**config.mk**
```make
export PLATFORM = sky130hd
export DESIGN_NAME = nec_ir_command_controller
export DESIGN_NICKNAME = d
export VERILOG_FILES = /design/src/rtl/nec_ir_pkg.sv /design/src/rtl/command_fifo.sv /design/src/rtl/nec_ir_command_controller.sv
export SDC_FILE = /design/constraint.sdc
export NUM_CORES = 1
export LEC_CHECK = 0
export CORE_UTILIZATION = 45
export DETAILED_ROUTE_END_ITERATION = 8
export PLACE_DENSITY_LB_ADDON = 0.1
export SETUP_SLACK_MARGIN = 0.5
export SLEW_MARGIN = 20
export SYNTH_ARGS = -nofsm -noshare
export SYNTH_HDL_FRONTEND = slang
export SYNTH_SLANG_ARGS = --single-unit
```
**constraint.sdc**
```tcl
create_clock -name clkIN -period 2.45 [get_ports clkIN]
set_clock_uncertainty 0.05 [all_clocks]
set_input_delay 0.49 -clock clkIN [delete_from_list [all_inputs] [get_ports clkIN]]
set_output_delay 0.49 -clock clkIN [all_outputs]
set_load 0.02 [all_outputs]
```
**src/rtl/nec_ir_pkg.sv**
```systemverilog
// ------------------------------------------------------------------
// nec_ir_pkg: shared FSM states, FIFO depth and NEC frame field map.
// Rev 1.0
// ------------------------------------------------------------------
`default_nettype none

package nec_ir_pkg;

  typedef enum logic [2:0] {
    ST_IDLE   = 3'd0,
    ST_CHECK  = 3'd1,
    ST_PUSH   = 3'd2,
    ST_REJECT = 3'd3,
    ST_SKIP   = 3'd4
  } nec_state_e;

  localparam int FIFO_DEPTH  = 4;
  localparam int CMD_WIDTH   = 8;

  localparam int ADDR_LSB    = 24;
  localparam int ADDR_N_LSB  = 16;
  localparam int CMD_LSB     = 8;
  localparam int CMD_N_LSB   = 0;

  function automatic logic frame_valid(input logic [31:0] frame, input logic [7:0] addr);
    return (frame[ADDR_N_LSB +: 8] == ~frame[ADDR_LSB +: 8]) &&
           (frame[CMD_N_LSB  +: 8] == ~frame[CMD_LSB  +: 8]) &&
           (frame[ADDR_LSB   +: 8] == addr);
  endfunction

endpackage

`default_nettype wire

```
**src/rtl/command_fifo.sv**
```systemverilog
// ------------------------------------------------------------------
// command_fifo: first-word fall-through command queue, pop-frees-slot on full.
// Rev 1.0
// ------------------------------------------------------------------
`default_nettype none

module command_fifo
  import nec_ir_pkg::*;
#(
  parameter int WIDTH = CMD_WIDTH,
  parameter int DEPTH = FIFO_DEPTH
) (
  input  logic             clk_i,
  input  logic             rst_ni,
  input  logic             push_i,
  input  logic [WIDTH-1:0] data_i,
  input  logic             pop_i,
  output logic [WIDTH-1:0] data_o,
  output logic             valid_o,
  output logic             full_o
);

  localparam int PTR_W = $clog2(DEPTH);
  localparam int CNT_W = $clog2(DEPTH + 1);

  logic [WIDTH-1:0] mem_q [DEPTH];
  logic [PTR_W-1:0] wr_ptr_q;
  logic [PTR_W-1:0] rd_ptr_q;
  logic [CNT_W-1:0] count_q;
  logic             w_do_push;
  logic             w_do_pop;

  assign valid_o   = (count_q != '0);
  assign full_o    = (count_q == CNT_W'(DEPTH));
  assign w_do_pop  = pop_i && valid_o;
  // A pop in the same cycle frees the slot, so a full FIFO still accepts the push.
  assign w_do_push = push_i && (!full_o || w_do_pop);
  assign data_o    = valid_o ? mem_q[rd_ptr_q] : '0;

  always_ff @(posedge clk_i) begin
    if (w_do_push) begin
      mem_q[wr_ptr_q] <= data_i;
    end
  end

  always_ff @(posedge clk_i or negedge rst_ni) begin
    if (!rst_ni) begin
      wr_ptr_q <= '0;
      rd_ptr_q <= '0;
      count_q  <= '0;
    end else begin
      if (w_do_push) wr_ptr_q <= wr_ptr_q + PTR_W'(1);
      if (w_do_pop)  rd_ptr_q <= rd_ptr_q + PTR_W'(1);
      if (w_do_push && !w_do_pop)      count_q <= count_q + CNT_W'(1);
      else if (w_do_pop && !w_do_push) count_q <= count_q - CNT_W'(1);
    end
  end

endmodule

`default_nettype wire

```
**src/rtl/nec_ir_command_controller.sv**
```systemverilog
// ------------------------------------------------------------------
// nec_ir_command_controller: validates NEC frames, suppresses repeats, queues commands.
// Rev 1.0
// ------------------------------------------------------------------
`default_nettype none

module nec_ir_command_controller
  import nec_ir_pkg::*;
#(
  parameter int         CLOCK_SPEED = 50_000,
  parameter logic [7:0] ADDRESS     = 8'h00,
  parameter int         HOLDOFF_MS  = 150
) (
  input  logic        clkIN,
  input  logic        nResetIN,
  input  logic        rxReadyIN,
  input  logic [31:0] rxDataIN,
  output logic        cmdValidOUT,
  output logic [7:0]  cmdOUT,
  input  logic        cmdReadyIN,
  output logic        overflowOUT,
  output logic [7:0]  errorCountOUT
);

  localparam int HOLD_CYCLES = CLOCK_SPEED * HOLDOFF_MS;
  localparam int HOLD_W      = (HOLD_CYCLES > 1) ? $clog2(HOLD_CYCLES) : 1;

  nec_state_e       state_q;
  logic [31:0]      frame_q;
  logic             push_q;
  logic [7:0]       last_cmd_q;
  logic [7:0]       err_cnt_q;
  logic             overflow_q;
  logic             rx_ready_q;
  logic [HOLD_W-1:0] holdoff_q;
  logic [HOLD_W-1:0] holdoff_d;

  logic             w_edge;
  logic             w_pop;
  logic             w_full;
  logic [7:0]       w_cmd;

  assign w_edge        = rxReadyIN && !rx_ready_q;
  assign w_cmd         = frame_q[CMD_LSB +: 8];
  assign w_pop         = cmdValidOUT && cmdReadyIN;
  assign overflowOUT   = overflow_q;
  assign errorCountOUT = err_cnt_q;

  always_comb begin
    holdoff_d = holdoff_q;
    if (state_q == ST_PUSH || state_q == ST_SKIP) begin
      holdoff_d = HOLD_W'(HOLD_CYCLES - 1);
    end else if (holdoff_q != '0) begin
      holdoff_d = holdoff_q - HOLD_W'(1);
    end
  end

  always_ff @(posedge clkIN or negedge nResetIN) begin
    if (!nResetIN) begin
      rx_ready_q <= 1'b0;
      holdoff_q  <= '0;
      overflow_q <= 1'b0;
    end else begin
      rx_ready_q <= rxReadyIN;
      holdoff_q  <= holdoff_d;
      if (push_q && w_full && !w_pop) overflow_q <= 1'b1;
    end
  end

  // Edge events outside IDLE fall through unhandled and are lost by design.
  always_ff @(posedge clkIN or negedge nResetIN) begin
    if (!nResetIN) begin
      state_q    <= ST_IDLE;
      frame_q    <= '0;
      push_q     <= 1'b0;
      last_cmd_q <= '0;
      err_cnt_q  <= '0;
    end else begin
      push_q <= 1'b0;
      case (state_q)
        ST_IDLE: begin
          if (w_edge) begin
            frame_q <= rxDataIN;
            state_q <= ST_CHECK;
          end
        end
        ST_CHECK: begin
          if (!frame_valid(frame_q, ADDRESS)) begin
            state_q <= ST_REJECT;
          end else if (w_cmd == last_cmd_q && holdoff_q != '0) begin
            state_q <= ST_SKIP;
          end else begin
            state_q <= ST_PUSH;
            push_q  <= 1'b1;
          end
        end
        ST_PUSH: begin
          last_cmd_q <= w_cmd;
          state_q    <= ST_IDLE;
        end
        ST_REJECT: begin
          if (err_cnt_q != 8'hFF) err_cnt_q <= err_cnt_q + 8'd1;
          state_q <= ST_IDLE;
        end
        default: state_q <= ST_IDLE;
      endcase
    end
  end

  command_fifo #(
    .WIDTH (CMD_WIDTH),
    .DEPTH (FIFO_DEPTH)
  ) u_fifo (
    .clk_i   (clkIN),
    .rst_ni  (nResetIN),
    .push_i  (push_q),
    .data_i  (w_cmd),
    .pop_i   (w_pop),
    .data_o  (cmdOUT),
    .valid_o (cmdValidOUT),
    .full_o  (w_full)
  );

endmodule

`default_nettype wire

```
==> reports/results.txt, run 1 <==
number of global-route vias before repair: 3267
Vias/cell: 5.211
sequential share of power: 43.6%
clock buffer depth: 2
layout cells sized above 1: 33.95%
post-layout min period: 2341 ps
reg-to-reg critical path startpoint: u_fifo.count_q[0]
row count: 38
Final setup viols: 0
WL/cell: 16.06 um
DRT iter0 DRCs: 138
Final WS setup: 109.4 ps
Lkg Pwr: 0.002833 uW
crit-path max FO: 5
TritonRoute pass-1 iters: 4
Sw Ratio: 28.25%
Sw Pwr: 1927 uW
Gate Count Post-Synth: 383
WHS Path Cells: 1
Comb power frac: 19.2%
die height: 109.5 um
P per Cell Area: 981.1 nW/um2
dpl hpwl: 6.275 mm
critical path startpoint: u_fifo.rd_ptr_q[0]
DR vias: 3262
max_cap viols: 0
startpoint types: flip-flop
status: complete, no violations
I/O pin count: 54
largest net degree at the start of global routing: 53
Initial Utilization: 47.16%
Synth area leader: dfrtp_1
Reg clk slew, reported paths: 60 ps
CTS tree: yes
worst path arrival time: 1800 ps
min-delay src: overflowOUT
Min-Delay Path Class: reg -> reg
WS Path Type: reg -> out
Max Transition Viols Final: 0
# fillers: 882
drt total wl: 10.06 mm
Core Area: 11030 um2
IO buf count: 53
Final Hold Fails: 0
first-pass GRT wire length: 16.44 mm
average size of a mapped cell: 13.58 um2
Met1 Wirelength: 4.666 mm
multi-input logic area: 2256 um2
Seq/Total Area, Yosys: 58.87%
Die Width: 109.5 um
Syn. warnings: 0
flop and latch count out of synthesis: 116
Clk network pwr share: 37.2%
synth unique cells: 47
Design Power: 6823 uW
worst skew pair latency: 410 ps
WL met3: 446 um
Register-to-Register Path Depth: 8
fin util: 63.04%
wire length on met2: 4.791 mm
CTS buffer count: 17
grt ovf: 0
Top Layer Used: met4
Peak supply drop: 0.5309 mV
initial antenna violation count: 0
internal power: 4896 uW
largest cells by area after synthesis: dfrtp_1 40%, edfxtp_1 18%, mux2_2 9.1%
endpoint class of the critical path: output pin
DR DRC count: 0
Syn-to-layout area delta: 33.67%
H-tree levels: 4
final period utilization: 95.54%
diode count: 0
synthesized cell area: 5202 um2
Seq. cell area: 3069 um2
RSZ-0062 raised after global routing: yes
Total GRT Usage: 18.71%
Worst Tran Pin Value: 507.1 ps
FMAX: 427.2 MHz
nets: 518
top cell type's share of synthesized area: 40.40%
die area: 11990 um2
worst endpoint required time: 1910 ps
Slew HR: 65.94%
Place WS: -48.28 ps
Sink Count: 116
GP Congestion: 0.7675
Post-DRT Antenna Nets: 0
Synthesized Nets: 428
clock root cell: clkbuf_16
## critical path: stages, from the launching register on
cell,delay (ps)
dfrtp_1,380
buf_6,120
buf_12,110
mux4_2,500
and2_4,160
buf_6,120
## through the flow
stage / hold slack (ps) / TNS [ps] / cell area [um2] / std cells
3_3_place_gp: 417.7 / 0 / 5962 / 573
2_1_floorplan: 144.4 / 0 / 5213 / 383
3_5_place_dp: 408.0 / -48.28 / 5962 / 573
6_report: 405.5 / 0 / 6954 / 626
4_1_cts: 420.8 / 0 / 6710 / 612
5_1_grt: 438.4 / 0 / 6954 / 626
## power by group through the flow
stage               sequential (uW)  clock, uW  combinational [uW]
floorplan                      2920          0                 903
global placement               2990          0                1260
detailed placement             3020          0                1290
CTS                            2980       2590                1300
global route                   3060       2680                1460
finish                         2970       2540                1310
## layer usage
layer | GRT usage [%] | vias to the layer above
li1 | - | 1571
met1 | 24.77 | 1610
met2 | 28.21 | 68
met3 | 5.987 | 13
met4 | 8.286 | 0
met5 | 0 | -
## cells in the final DEF, fill, tap and decap left out, types with 5 or more instances in the layout
cell type	Yosys	layout
nor4_4	2	5
dfrtp_1	84	79
mux2_2	42	41
nand3_1	10	10
buf_4	0	23
dfrtp_2	0	5
clkinvlp_4	0	5
clkbuf_16	0	17
ha_1	8	5
mux4_2	8	8
and2_4	0	8
buf_6	1	11
nand2_1	22	21
xor2_1	33	33
nor3_1	7	6
xnor2_1	13	13
nor2_1	16	16
dlygate4sd2_1	0	8
a21oi_1	7	6
o21ai_0	11	10
and2_1	13	5
clkdlybuf4s50_1	0	33
edfxtp_1	32	32
## state kept, by name, summed over array words and instances (netlist names)
signal / cells
errorCountOUT: 8
frame_q: 32
holdoff_q: 23
last_cmd_q: 8
overflowOUT: 1
push_q: 1
rx_ready_q: 1
state_q: 3
u_fifo.count_q: 3
u_fifo.mem_q: 32
u_fifo.rd_ptr_q: 2
u_fifo.wr_ptr_q: 2
## layout make-up
class / instances / share of cell area, %
Sequential cell: 116 / 44.13
Multi-Input combinational cell: 251 / 32.44
Timing Repair Buffer: 82 / 11.78
Clock buffer: 18 / 6.315
Clock inverter: 14 / 2.537
Tap cell: 140 / 2.519
Inverter: 5 / 0.2699
## synthesized netlist by cell type (all sizes together)
| cell | instances |
|---|---|
| dfrtp | 84 |
| mux2 | 42 |
| xor2 | 33 |
| edfxtp | 32 |
| nand2 | 22 |
| nor2 | 17 |
| and2 | 13 |
| xnor2 | 13 |
| o21ai | 11 |
| nand3 | 10 |
| nor4 | 10 |
| ha | 8 |
| mux4 | 8 |
| or3 | 8 |
| a21oi | 7 |
| clkbuf | 7 |
| nor3 | 7 |
| nand4 | 6 |
| buf | 5 |
| inv | 5 |
| nor4b | 5 |
| and3 | 4 |
| nand2b | 3 |
| or3b | 3 |
| a21o | 2 |
| nor2b | 2 |
| nor3b | 2 |
| o31ai | 2 |
| or4 | 2 |
| a31oi | 1 |
| and4 | 1 |
| and4b | 1 |
| fa | 1 |
| nand3b | 1 |
| nand4b | 1 |
| o211ai | 1 |
| o21bai | 1 |
| o41ai | 1 |
| or4b | 1 |
## worst paths after layout
check	end	slack (ps)
min in group asynchronous	u_fifo.count_q[2]	540
max	cmdOUT[6]	110
max reg2reg	u_fifo.count_q[2]	350
max in group asynchronous	state_q[0]	1190
min	overflowOUT	410
min reg2reg	overflowOUT	410
## logic make-up (layout without fill, tap and decap cells)
kind of cell    Yosys count  after routing  synth area share, %
buf+inv                  17            119                1.467
flops                   116            116                58.87
mux                      50             50                12.55
compound gates           26             26                2.886
xor+xnor                 46             46                7.744
fa+ha+maj                 9              9                2.309
simple gates            119            120                14.17
## timing repair
action,4_1_cts,5_1_grt
endpoints found under the hold margin,3,0
hold buffers,1,0
cloned,1,1
pin swaps,10,10
gates resized for setup,74,37
setup buffers,5,13
endpoints found under the setup margin,38,36
(Power assumes the default switching activity.)
==> run 2, diff against run 1 <==
==> constraint.sdc (replaced) <==
create_clock -name clkIN -period 2.45 [get_ports clkIN]
set_clock_uncertainty 0.05 [all_clocks]
set_input_delay 0.735 -clock clkIN [delete_from_list [all_inputs] [get_ports clkIN]]
set_output_delay 0.735 -clock clkIN [all_outputs]
set_load 0.02 [all_outputs]
==> reports/results.txt, run 2 (synthesis gave the netlist of run 1 again) <==
post-layout min period: 2573 ps
clock root cell: clkbuf_16
die area: 11990 um2
status: finished, violations left
Worst Tran Pin Value: 515.1 ps
Sw Pwr: 1963 uW
H-tree levels: 4
placed cell area: 6142 um2
DR DRC count: 0
CTS Hold Buffers Added: 0
CTS tree: yes
Total GRT Usage: 18.57%
Comb power frac: 19.8%
initial antenna violation count: 0
GP Congestion: 0.7596
Vias/cell: 5.262
largest net degree at the start of global routing: 60
layout cells sized above 1: 37.25%
Finished Cell Area: 7092 um2
crit-path max FO: 5
worst endpoint required time: 1660 ps
WHS: 280.7 ps
max_cap viols: 0
Clk network pwr share: 36.7%
Max Transition Viols Final: 0
I/O pin count: 54
Lkg Pwr: 0.002832 uW
Sw Ratio: 28.63%
dpl hpwl: 6.441 mm
internal power: 4893 uW
TritonRoute pass-1 iters: 4
sequential share of power: 43.5%
P per Cell Area: 966.7 nW/um2
diode count: 0
Final Hold Fails: 0
most frequent cells in the layout: 77 x dfrtp_1, 41 x mux2_2, 33 x xor2_1, 33 x clkdlybuf4s50_1, 32 x edfxtp_1
endpoint class of the critical path: output pin
final period utilization: 105.0%
Sink Count: 116
Syn-to-layout area delta: 36.32%
Final setup viols: 8
Die Width: 109.5 um
WL/cell: 15.93 um
RSZ-0062 raised after global routing: yes
failing checks: setup timing
number of global-route vias before repair: 3335
DRT iter0 DRCs: 133
IO buf count: 53
grt ovf: 0
Core Area: 11030 um2
row count: 38
worst path arrival time: 1790 ps
worst skew pair latency: 400 ps
first-pass GRT wire length: 16.62 mm
drt total wl: 10.10 mm
Reg clk slew, reported paths: 60 ps
most common cell after layout, fill and taps aside: dfrtp_1
largest registers: frame_q (32), u_fifo.mem_q (32), holdoff_q (23)
DR vias: 3336
die height: 109.5 um
Min-Delay Path Class: in -> async
FMAX: 388.6 MHz
Peak supply drop: 0.5421 mV
Post-DRT Antenna Nets: 0
clock buffer depth: 2
Final WS setup: -123.2 ps
startpoint types: flip-flop
Initial Utilization: 47.16%
WS Path Type: reg -> out
CTS buffer count: 17
nets: 526
Slew HR: 65.40%
==> run 2: cell count changes in the layout (fill, tap and decap cells not counted), sizes merged <==
cell | previous run | this run
dlymetal6s2s | 2 | 0
clkinvlp | 5 | 2
clkinv | 2 | 4
clkdlybuf4s15 | 0 | 6
dlygate4sd2 | 8 | 2
inv | 9 | 10
clkbuf | 18 | 20
buf | 38 | 47
dlygate4sd3 | 1 | 0
==> run 2: path summary, 6_finish.rpt <==
kind                       slack, ps               start           endpoint  cells after the start
max in group asynchronous       1780            nResetIN       holdoff_q[5]                      2
hold / removal                   280            nResetIN      last_cmd_q[4]                      2
setup / recovery                -120  u_fifo.rd_ptr_q[0]          cmdOUT[0]                      5
hold reg to reg                  410         overflowOUT        overflowOUT                      1
setup reg to reg                 350   u_fifo.count_q[0]  u_fifo.count_q[2]                      9
min in group clkIN               410         overflowOUT        overflowOUT                      1
==> run 2: power by group through the flow <==
| stage | Sequential, uW | Combinational (uW) | Clock, uW |
|---|---|---|---|
| after floorplan | 2920 | 903 | 0 |
| after global placement | 3010 | 1260 | 0 |
| after detailed placement | 3020 | 1280 | 0 |
| after CTS | 3000 | 1320 | 2560 |
| after global routing | 3070 | 1490 | 2650 |
| final | 2980 | 1350 | 2520 |
==> run 2: layout make-up <==
cell class                 instances  area [um2]
fill                             854        3939
sequential                       116        3072
multi-input combinational        251        2290
timing repair buffer              90       932.1
clock buffer                      18       429.2
clock inverter                    14       175.2
tap                              140       175.2
inverter                           5       18.77
==> run 2: through the flow <==
step,setup TNS (ps),utilization [%],worst slack [ps],cells,power (uW)
floorplan,0,-,246.5,383,3822
global placement,-578.3,55.68,-201.4,585,4267
detailed placement,-760.9,55.68,-270.5,585,4303
CTS,-843.0,63.06,-118.8,627,6879
global route,-1341,64.29,-178.3,634,7209
finish,-904.6,64.29,-123.2,634,6856
==> run 2: worst max-delay path: stages, from the launching register on <==
cell	delay, ps
dfrtp_1	390
buf_6	120
buf_12	110
mux4_2	490
and2_4	150
buf_6	120
==> run 2: repair_timing <==
item,CTS,global route
pin swaps,15,11
setup endpoints to repair,76,41
resized for setup,97,29
gates cloned,2,0
buffers inserted,8,7
==> run 2: per-layer routing <==
layer | vias up | wire length [um] | track usage, %
met5 | - | 0 | 0
met4 | 0 | 95 | 6.381
met3 | 9 | 400 | 5.039
met2 | 58 | 4996 | 30.23
met1 | 1683 | 4605 | 24.00
li1 | 1586 | - | -
==> run 3, diff against run 2 <==
--- a/config.mk
+++ b/config.mk
@@ -5,6 +5,7 @@
 export SDC_FILE = /design/constraint.sdc
 export NUM_CORES = 1
 export LEC_CHECK = 0
+export CORE_MARGIN = 4
 export CORE_UTILIZATION = 45
 export DETAILED_ROUTE_END_ITERATION = 8
 export PLACE_DENSITY_LB_ADDON = 0.1
==> reports/results.txt, run 3 (synthesis gave the netlist of run 1 again) <==
dpl hpwl: 6.806 mm
row count: 39
layout cells sized above 1: 37.63%
Peak supply drop: 0.6032 mV
clock buffer depth: 2
die area: 13340 um2
DRT iter0 DRCs: 130
critical path startpoint: u_fifo.rd_ptr_q[0]
CTS Hold Buffers Added: 0
WHS: 222.2 ps
post-layout min period: 2573 ps
CP bufs+invs: 3
diode count: 0
Comb power frac: 21.0%
Top delay family on crit path: multiplexers
Final WS setup: -122.7 ps
Critical Path, Cell by Cell: buf_6 > buf_12 > mux4_2 > and2_4 > buf_6
Max Transition Viols Final: 0
Clk network pwr share: 33.3%
largest registers: frame_q (32), u_fifo.mem_q (32), holdoff_q (23)
P per Cell Area: 930.0 nW/um2
RSZ-0062 raised after global routing: yes
largest net degree at the start of global routing: 34
I/O pin count: 54
WL/cell: 16.36 um
Initial Utilization: 45.76%
TritonRoute pass-1 iters: 4
worst skew pair latency: 400 ps
Syn-to-layout area delta: 34.85%
Place WS: -283.4 ps
internal power: 4582 uW
Finished Cell Area: 7015 um2
number of global-route vias before repair: 3629
Core Area: 11370 um2
most common cell after layout, fill and taps aside: dfrtp_1
crit-path max FO: 5
Post-DRT Antenna Nets: 0
Lkg Pwr: 0.002804 uW
Slew HR: 65.32%
Min-Delay Path Class: in -> async
DR DRC count: 0
die height: 115.5 um
Worst Tran Pin Value: 520.3 ps
H-tree levels: 4
Reg clk slew, reported paths: 60 ps
Total GRT Usage: 17.27%
grt ovf: 0
clock root cell: clkbuf_16
initial antenna violation count: 0
max incr delay on CP: 500 ps
endpoint class of the critical path: output pin
first-pass GRT wire length: 17.71 mm
Final setup viols: 8
Sw Ratio: 29.78%
Vias/cell: 5.206
DR vias: 3332
worst path arrival time: 1790 ps
sequential share of power: 45.6%
worst endpoint required time: 1660 ps
status: finished, violations left
most frequent cells in the layout: 78 x dfrtp_1, 41 x mux2_2, 33 x xor2_1, 33 x clkdlybuf4s50_1, 32 x edfxtp_1
setup tns final: -858.9 ps
Sink Count: 116
CTS tree: yes
nets: 529
placed cell area: 6141 um2
Final Hold Fails: 0
failing checks: setup timing
final period utilization: 105.0%
Worst path most repeated cell: buf_6
CTS buffer count: 17
FMAX: 388.7 MHz
max_cap viols: 0
fin util: 61.70%
Critical Path Slowest Stage Cell: mux4_2
drt total wl: 10.47 mm
reg-to-reg critical path startpoint: u_fifo.count_q[1]
Die Width: 115.5 um
startpoint types: flip-flop
IO buf count: 53
Sw Pwr: 1943 uW
GP Congestion: 0.7878
WS Path Type: reg -> out
[run 3: final timing paths]
path,end,slack (ps),depth (start not counted)
max,cmdOUT[3],-120,5
min,u_fifo.rd_ptr_q[0],220,1
max reg2reg,u_fifo.count_q[2],170,10
min reg2reg,overflowOUT,430,1
max in group asynchronous,holdoff_q[12],1530,2
min in group clkIN,overflowOUT,430,1
[run 3: power by group through the flow]
stage	registers, uW	logic [uW]	clock network [uW]
finish	2980	1370	2170
global route	3070	1540	2320
CTS	2980	1330	2230
detailed placement	3030	1280	0
global placement	3000	1260	0
floorplan	2920	903	0
[run 3: repair_timing]
action | CTS | global route
pin swaps | 12 | 19
gates resized for setup | 88 | 40
cloned | 2 | 0
setup buffers | 8 | 9
setup endpoints to repair | 77 | 72
[run 3: cell type report]
cell class                 instances  area, um2
clock buffer                      17      425.4
clock inverter                    15      107.6
fill                             915       4354
inverter                           5      18.77
multi-input combinational        251       2285
sequential                       116       3070
tap                              143      178.9
timing repair buffer              93      929.6
[run 3: metrics by stage]
stage | power, uW | cells
final | 6524 | 640
after global routing | 6924 | 640
after CTS | 6542 | 631
after detailed placement | 4311 | 589
after global placement | 4264 | 589
after floorplan | 3822 | 383
[run 3: worst register-to-register path: stages (launching register included)]
cell	delay [ps]
dfrtp_1	430
or3_4	460
buf_6	140
buf_6	110
nand2_4	70
ha_4	130
inv_2	40
fa_2	330
xor2_1	160
nor2_1	110
xor2_1	180
[run 3: per-layer routing]
metal | part of all wire, % | track usage (%) | vias to the layer above
met5 | 0 | 0 | -
met4 | 1.3 | 5.790 | 0
met3 | 3.9 | 5.065 | 10
met2 | 50 | 27.47 | 71
met1 | 45 | 22.86 | 1670
li1 | - | - | 1581
